===== src/rtl/cpu_phase_sequencer.sv =====
// Multi-cycle instruction phase sequencer for the MIPS datapath: walks FETCH/DECODE/EXEC/MEM/WB
// with memory handshakes, run/step/halt control, an ack watchdog and activity counters.
module cpu_phase_sequencer #(
    parameter int ACK_TIMEOUT = 15,
    parameter int TO_WIDTH    = 4,
    parameter int CNT_WIDTH   = 32
) (
    input  logic                 clk,
    input  logic                 rst,
    input  logic                 run,
    input  logic                 step,
    input  logic                 halt_req,
    input  logic                 is_mem_op,
    input  logic                 mem_is_write,
    input  logic                 reg_write_req,
    input  logic                 imem_ack,
    input  logic                 dmem_ack,
    output logic                 imem_req,
    output logic                 dmem_req,
    output logic                 dmem_we,
    output logic                 ir_en,
    output logic                 pc_en,
    output logic                 reg_we,
    output logic [2:0]           phase,
    output logic                 busy,
    output logic                 fault,
    output logic [CNT_WIDTH-1:0] cycle_cnt,
    output logic [CNT_WIDTH-1:0] instr_cnt
);

    typedef enum logic [2:0] {
        S_IDLE   = 3'd0,
        S_FETCH  = 3'd1,
        S_DECODE = 3'd2,
        S_EXEC   = 3'd3,
        S_MEM    = 3'd4,
        S_WB     = 3'd5,
        S_FAULT  = 3'd6
    } state_t;

    localparam logic [TO_WIDTH-1:0] WD_LAST = TO_WIDTH'(ACK_TIMEOUT - 1);

    state_t                state_q, state_d;
    logic                  step_mode_q, step_mode_d;
    logic [TO_WIDTH-1:0]   wd_q, wd_d;
    logic                  imem_req_q, imem_req_d;
    logic                  dmem_req_q, dmem_req_d;
    logic                  dmem_we_q, dmem_we_d;
    logic                  pc_en_q, pc_en_d;
    logic                  reg_we_q, reg_we_d;
    logic                  busy_q, busy_d;
    logic                  fault_q, fault_d;
    logic [CNT_WIDTH-1:0]  cycle_cnt_q, cycle_cnt_d;
    logic [CNT_WIDTH-1:0]  instr_cnt_q, instr_cnt_d;

    always_comb begin
        state_d     = state_q;
        step_mode_d = step_mode_q;
        wd_d        = wd_q;
        case (state_q)
            S_IDLE: begin
                if (step) begin
                    state_d     = S_FETCH;
                    step_mode_d = 1'b1;
                    wd_d        = '0;
                end else if (run && !halt_req) begin
                    state_d     = S_FETCH;
                    step_mode_d = 1'b0;
                    wd_d        = '0;
                end
            end
            S_FETCH: begin
                // An ack arriving on the last allowed cycle still completes the fetch.
                if (imem_ack)             state_d = S_DECODE;
                else if (wd_q == WD_LAST) state_d = S_FAULT;
                else                      wd_d    = wd_q + 1'b1;
            end
            S_DECODE: state_d = S_EXEC;
            S_EXEC: begin
                if (is_mem_op) begin
                    state_d = S_MEM;
                    wd_d    = '0;
                end else begin
                    state_d = S_WB;
                end
            end
            S_MEM: begin
                if (dmem_ack)             state_d = S_WB;
                else if (wd_q == WD_LAST) state_d = S_FAULT;
                else                      wd_d    = wd_q + 1'b1;
            end
            S_WB: begin
                if (step_mode_q || halt_req || !run) begin
                    state_d = S_IDLE;
                end else begin
                    state_d = S_FETCH;
                    wd_d    = '0;
                end
            end
            S_FAULT: state_d = S_FAULT;
            default: state_d = S_IDLE;
        endcase
    end

    // Outputs are registered from the next state so nothing but ir_en has a combinational input path;
    // the decoded write flags are stable for the whole instruction, so a one-cycle capture is exact.
    always_comb begin
        imem_req_d  = (state_d == S_FETCH);
        dmem_req_d  = (state_d == S_MEM);
        dmem_we_d   = (state_d == S_MEM) && mem_is_write;
        pc_en_d     = (state_d == S_WB);
        reg_we_d    = (state_d == S_WB) && reg_write_req;
        busy_d      = (state_d == S_FETCH) || (state_d == S_DECODE) || (state_d == S_EXEC) ||
                      (state_d == S_MEM)   || (state_d == S_WB);
        fault_d     = (state_d == S_FAULT);
        cycle_cnt_d = cycle_cnt_q + CNT_WIDTH'(busy_q);
        instr_cnt_d = instr_cnt_q + CNT_WIDTH'(state_q == S_WB);
    end

    always_ff @(posedge clk) begin
        if (!rst) begin
            state_q     <= S_IDLE;
            step_mode_q <= 1'b0;
            wd_q        <= '0;
            imem_req_q  <= 1'b0;
            dmem_req_q  <= 1'b0;
            dmem_we_q   <= 1'b0;
            pc_en_q     <= 1'b0;
            reg_we_q    <= 1'b0;
            busy_q      <= 1'b0;
            fault_q     <= 1'b0;
            cycle_cnt_q <= '0;
            instr_cnt_q <= '0;
        end else begin
            state_q     <= state_d;
            step_mode_q <= step_mode_d;
            wd_q        <= wd_d;
            imem_req_q  <= imem_req_d;
            dmem_req_q  <= dmem_req_d;
            dmem_we_q   <= dmem_we_d;
            pc_en_q     <= pc_en_d;
            reg_we_q    <= reg_we_d;
            busy_q      <= busy_d;
            fault_q     <= fault_d;
            cycle_cnt_q <= cycle_cnt_d;
            instr_cnt_q <= instr_cnt_d;
        end
    end

    assign ir_en     = (state_q == S_FETCH) && imem_ack;
    assign phase     = state_q;
    assign imem_req  = imem_req_q;
    assign dmem_req  = dmem_req_q;
    assign dmem_we   = dmem_we_q;
    assign pc_en     = pc_en_q;
    assign reg_we    = reg_we_q;
    assign busy      = busy_q;
    assign fault     = fault_q;
    assign cycle_cnt = cycle_cnt_q;
    assign instr_cnt = instr_cnt_q;

endmodule

===== config.mk =====
export PLATFORM = sky130hd
export DESIGN_NAME = cpu_phase_sequencer
export DESIGN_NICKNAME = d
export VERILOG_FILES = /design/src/rtl/cpu_phase_sequencer.sv
export SDC_FILE = /design/constraint.sdc
export NUM_CORES = 1
export LEC_CHECK = 0
export ABC_AREA = 1
export BUFFER_PORTS_ARGS = -buffer_cell sky130_fd_sc_hd__clkbuf_2
export CORE_MARGIN = 1
export CORE_UTILIZATION = 40
export CTS_CLUSTER_DIAMETER = 200
export DETAILED_ROUTE_END_ITERATION = 10
export PLACE_DENSITY = 0.64
export SYNTH_ARGS = -nofsm -noshare
export SYNTH_HDL_FRONTEND = slang
export SYNTH_SLANG_ARGS = --single-unit

===== constraint.sdc =====
create_clock -name clk -period 5.41 [get_ports clk]
set_input_delay 0.541 -clock clk [delete_from_list [all_inputs] [get_ports clk]]
set_output_delay 0.541 -clock clk [all_outputs]
set_load 0.02 [all_outputs]

==> summary.md <==
| Metric | Value |
|---|---|
| First-pass iteration count of the detailed router | 5 |
| R2R cell count | 11 |
| Unrepaired setup endpoints after global routing | no |
| XOR/XNOR share of the synthesized area | 0.02724 |
| Cells resized by post-CTS repair | 0 |
| Period utilization | 0.4082 |
| HPWL after detailed placement | 8368 um |
| Clock Latency Late Sink | 350 ps |
| Flop-to-flop setup slack | 3200 ps |
| Status | finished clean |
| Largest voltage drop on the vdd net | 0.0001459 V |
| Area share of and/or/nand/nor cells after synthesis | 0.4193 |
| Combinational family with the most area after synthesis | simple AND/OR/NAND/NOR gates |
| IO Count | 85 |
| Final number of max-transition violations | 0 |
| Number of buffers created by CTS | 9 |
| Die area | 10,860 um^2 |
| Final nets | 718 |
| Critical Path RT | 5660 ps |
| Post-layout worst setup margin | 3202 ps |
| Number of instances in the synthesized netlist | 614 |
| FF+latch count, synth | 79 |
| Fill cell total of the finished layout | 1,031 |
| TritonCTS clock tree | yes |
| Library cells used by synthesis | 32 |
| Number of DRC violations after detailed-routing iteration 0 | 229 |
| Via Count | 4,213 |
| Number of antenna violations at the first check in global routing | 0 |
| Final Hold Fails | 0 |
| Critical Path AT | 2460 ps |
| Number of H-tree branching levels | 3 |
| Compound-Gate Fraction of Synth Area | 0.09069 |
| # setup viols final | 0 |
| Final weighted congestion in routability-driven placement | 0.9122 |
| Post-route setup TNS | 0 ps |
| Setup slack at placement | 2843 ps |
| Horizontal die dimension | 104.2 um |
| Adder-Cell Fraction of Synth Area | 0.01796 |
| Buffer levels on the longest clock path | 2 |
| Global-route wire length before repair | 18,140 um |
| Post-synth top area share | 0.3783 |
| Number of setup buffers added after CTS | 0 |
| Placeable core region | 9955 um^2 |
| Max-cap violation count | 0 |
| Via count of the first global-routing pass | 3,862 |
| Port-buffer cells | 84 |
| Yosys warning count | 0 |
| Critical path class | flip-flop to flip-flop |
| Share of final-layout standard cells stronger than drive strength 1 | 0.2093 |
| Path category of the worst min-delay check | input pin to flip-flop |
| Max Clock Freq | 452.8 MHz |
| Remaining global-route overflow | 0 |
| Die outline height | 104.2 um |
| CP max FO | 9 |
| Clock sink count | 79 |
| Clock slew at the register clock pins of the worst setup and hold paths | 90 ps |
| Routed wire per std cell | 12.84 um |
| Area of the mapped netlist | 4180 um^2 |
| Hold_buf cts | 0 |
| Number of antenna-violating nets in the routed design | 0 |
| CTS Root Cell | clkbuf_8 |
| Floorplan row count | 36 |
| Count of antenna diodes in the layout | 0 |
| Launching element type of the critical path | flip-flop |
| Dominant cell type by area after synthesis | dfxtp_1 |
| Multiplexer fraction of the synthesized cell area | 0 |
| Worst hold path stage count | 2 |
| Area of all sequential standard cells | 1582 um^2 |
| Area occupied by multi-input gates | 2321 um^2 |
| Tot GR Track Use | 0.2066 |
| Static leakage | 1.891 nW |
| Largest net degree at the start of global routing | 32 |
| Leading register cell type out of synthesis | dfxtp_1 |
| Total DRC errors in the routed layout | 0 |
| Area growth from synthesis to final layout | 18.62% |
| Routed WL | 10,780 um |
| Starting density of the core | 0.4199 |
| Kind of capture point of the worst setup path | flip-flop |
| Top area cells in the synthesized netlist | dfxtp_1 38%, nand2_1 15%, nor2_1 9.0%, a21oi_1 5.6%, inv_1 5.1% |
| Transition at the pin with the smallest max-transition slack | 604.5 ps |
| Slew headroom | 0.5945 |
| Via count normalized by instance count | 5.015 |
| Power per cell area | 240.0 nW/um^2 |
| Fraction of the yosys area taken by sequential cells | 0.3783 |
| Post-layout minimum cycle time | 2208 ps |
| Layout Skew | 5.935 ps |
| Number of synthesized flops with an enable pin | 0 |
| Synthesized area per cell | 6.808 um^2 |
| Post-Synthesis Net Count | 630 |
| Fraction of synthesis flops using an asynchronous set or reset pin | 0 |
## cell families (layout without fill, tap and decap cells)
group,after synthesis,count (layout)
buffers and inverters,72,165
flip-flops,79,79
AO/OA/AOI/OAI,70,70
AND/OR/NAND/NOR,374,374
XOR/XNOR,13,13
adder cells (fa/ha/maj),6,6
## metal layers
metal,part of all wire,global-route usage,routed length (um),vias up
met5,0,0,0,-
met4,0.0097,0.05408,105,0
met3,0.051,0.04198,554,10
met2,0.47,0.3471,5065,126
met1,0.47,0.2689,5057,1923
li1,-,-,-,2154
## through the flow
| stage | hold slack [ps] | std cells | area [um^2] | util | total power [W] |
|---|---|---|---|---|---|
| 6_report | 391.3 | 840 | 4959 | 0.4981 | 0.001190 |
| 5_1_grt | 383.6 | 840 | 4959 | 0.4981 | 0.001249 |
| 4_1_cts | 383.0 | 840 | 4959 | 0.4981 | 0.001202 |
| 3_5_place_dp | 469.0 | 824 | 4737 | 0.4759 | 0.0007137 |
| 3_3_place_gp | 458.4 | 824 | 4737 | 0.4759 | 0.0007120 |
| 2_1_floorplan | 449.3 | 614 | 4180 | - | 0.0006896 |
## worst max-delay path, cell delays in order (launching register included)
cell,delay [ps]
dfxtp_1,530
nand2_1,110
nor2_2,130
ha_1,250
ha_1,230
nand2_2,90
nor2_4,200
nand2_2,120
nor3b_2,220
nand3_1,100
nand2_1,70
nor2_1,40
## sequential cells by signal, summed over array words and instances (netlist names)
register     count
cycle_cnt       32
instr_cnt       32
wd_q             4
phase            3
busy             1
dmem_req         1
dmem_we          1
fault            1
imem_req         1
pc_en            1
reg_we           1
step_mode_q      1
## area by class of cell
class                      instances  area share
multi-input combinational        463      0.4681
sequential                        79      0.3190
timing repair buffer              85     0.08630
inverter                          64     0.04845
tap                              133     0.03356
clock buffer                       9     0.02498
clock inverter                     7     0.01968
## synthesized netlist by cell type, types with 2 or more instances
cell / number
a21oi_1: 47
and3_1: 2
clkbuf_1: 7
dfxtp_1: 79
ha_1: 6
inv_1: 57
inv_2: 6
nand2_1: 162
nand2_2: 10
nand3_1: 29
nand3_2: 4
nand3b_1: 13
nand4_1: 18
nor2_1: 100
nor2_2: 8
nor2_4: 6
nor3_1: 10
nor3_2: 6
nor3b_2: 2
o21a_1: 4
o21ai_0: 15
o21ai_2: 2
xnor2_1: 5
xor2_1: 8
## report_power, final
| part | switching [W] | internal (W) |
|---|---|---|
| clock network | 0.000230 | 0.000260 |
| logic | 0.0000643 | 0.0000316 |
| registers | 0.0000113 | 0.000592 |
| total | 0.000306 | 0.000884 |
## cells in the final DEF (no fill, tap or decap), drive strengths merged
cell | netlist | layout
nor2 | 114 | 114
or2 | 1 | 1
buf | 1 | 1
nand3b | 13 | 13
clkinvlp | 0 | 2
o21a | 4 | 4
and3 | 2 | 2
dfxtp | 79 | 79
nor3b | 2 | 2
ha | 6 | 6
xnor2 | 5 | 5
nand2 | 172 | 172
nor3 | 17 | 17
clkinv | 1 | 4
a21oi | 48 | 48
and2 | 1 | 1
nand3 | 34 | 34
inv | 63 | 63
bufinv | 0 | 2
nand4 | 18 | 18
xor2 | 8 | 8
clkbuf | 7 | 93
o21ai | 18 | 18
## final timing paths
check                                endpoint          start
worst max register to register  instr_cnt[18]       phase[0]
worst max-delay path            instr_cnt[18]       phase[0]
worst min register to register    step_mode_q    step_mode_q
worst min-delay path                   reg_we  reg_write_req
Note: power is estimated with default switching activity, not from simulation.
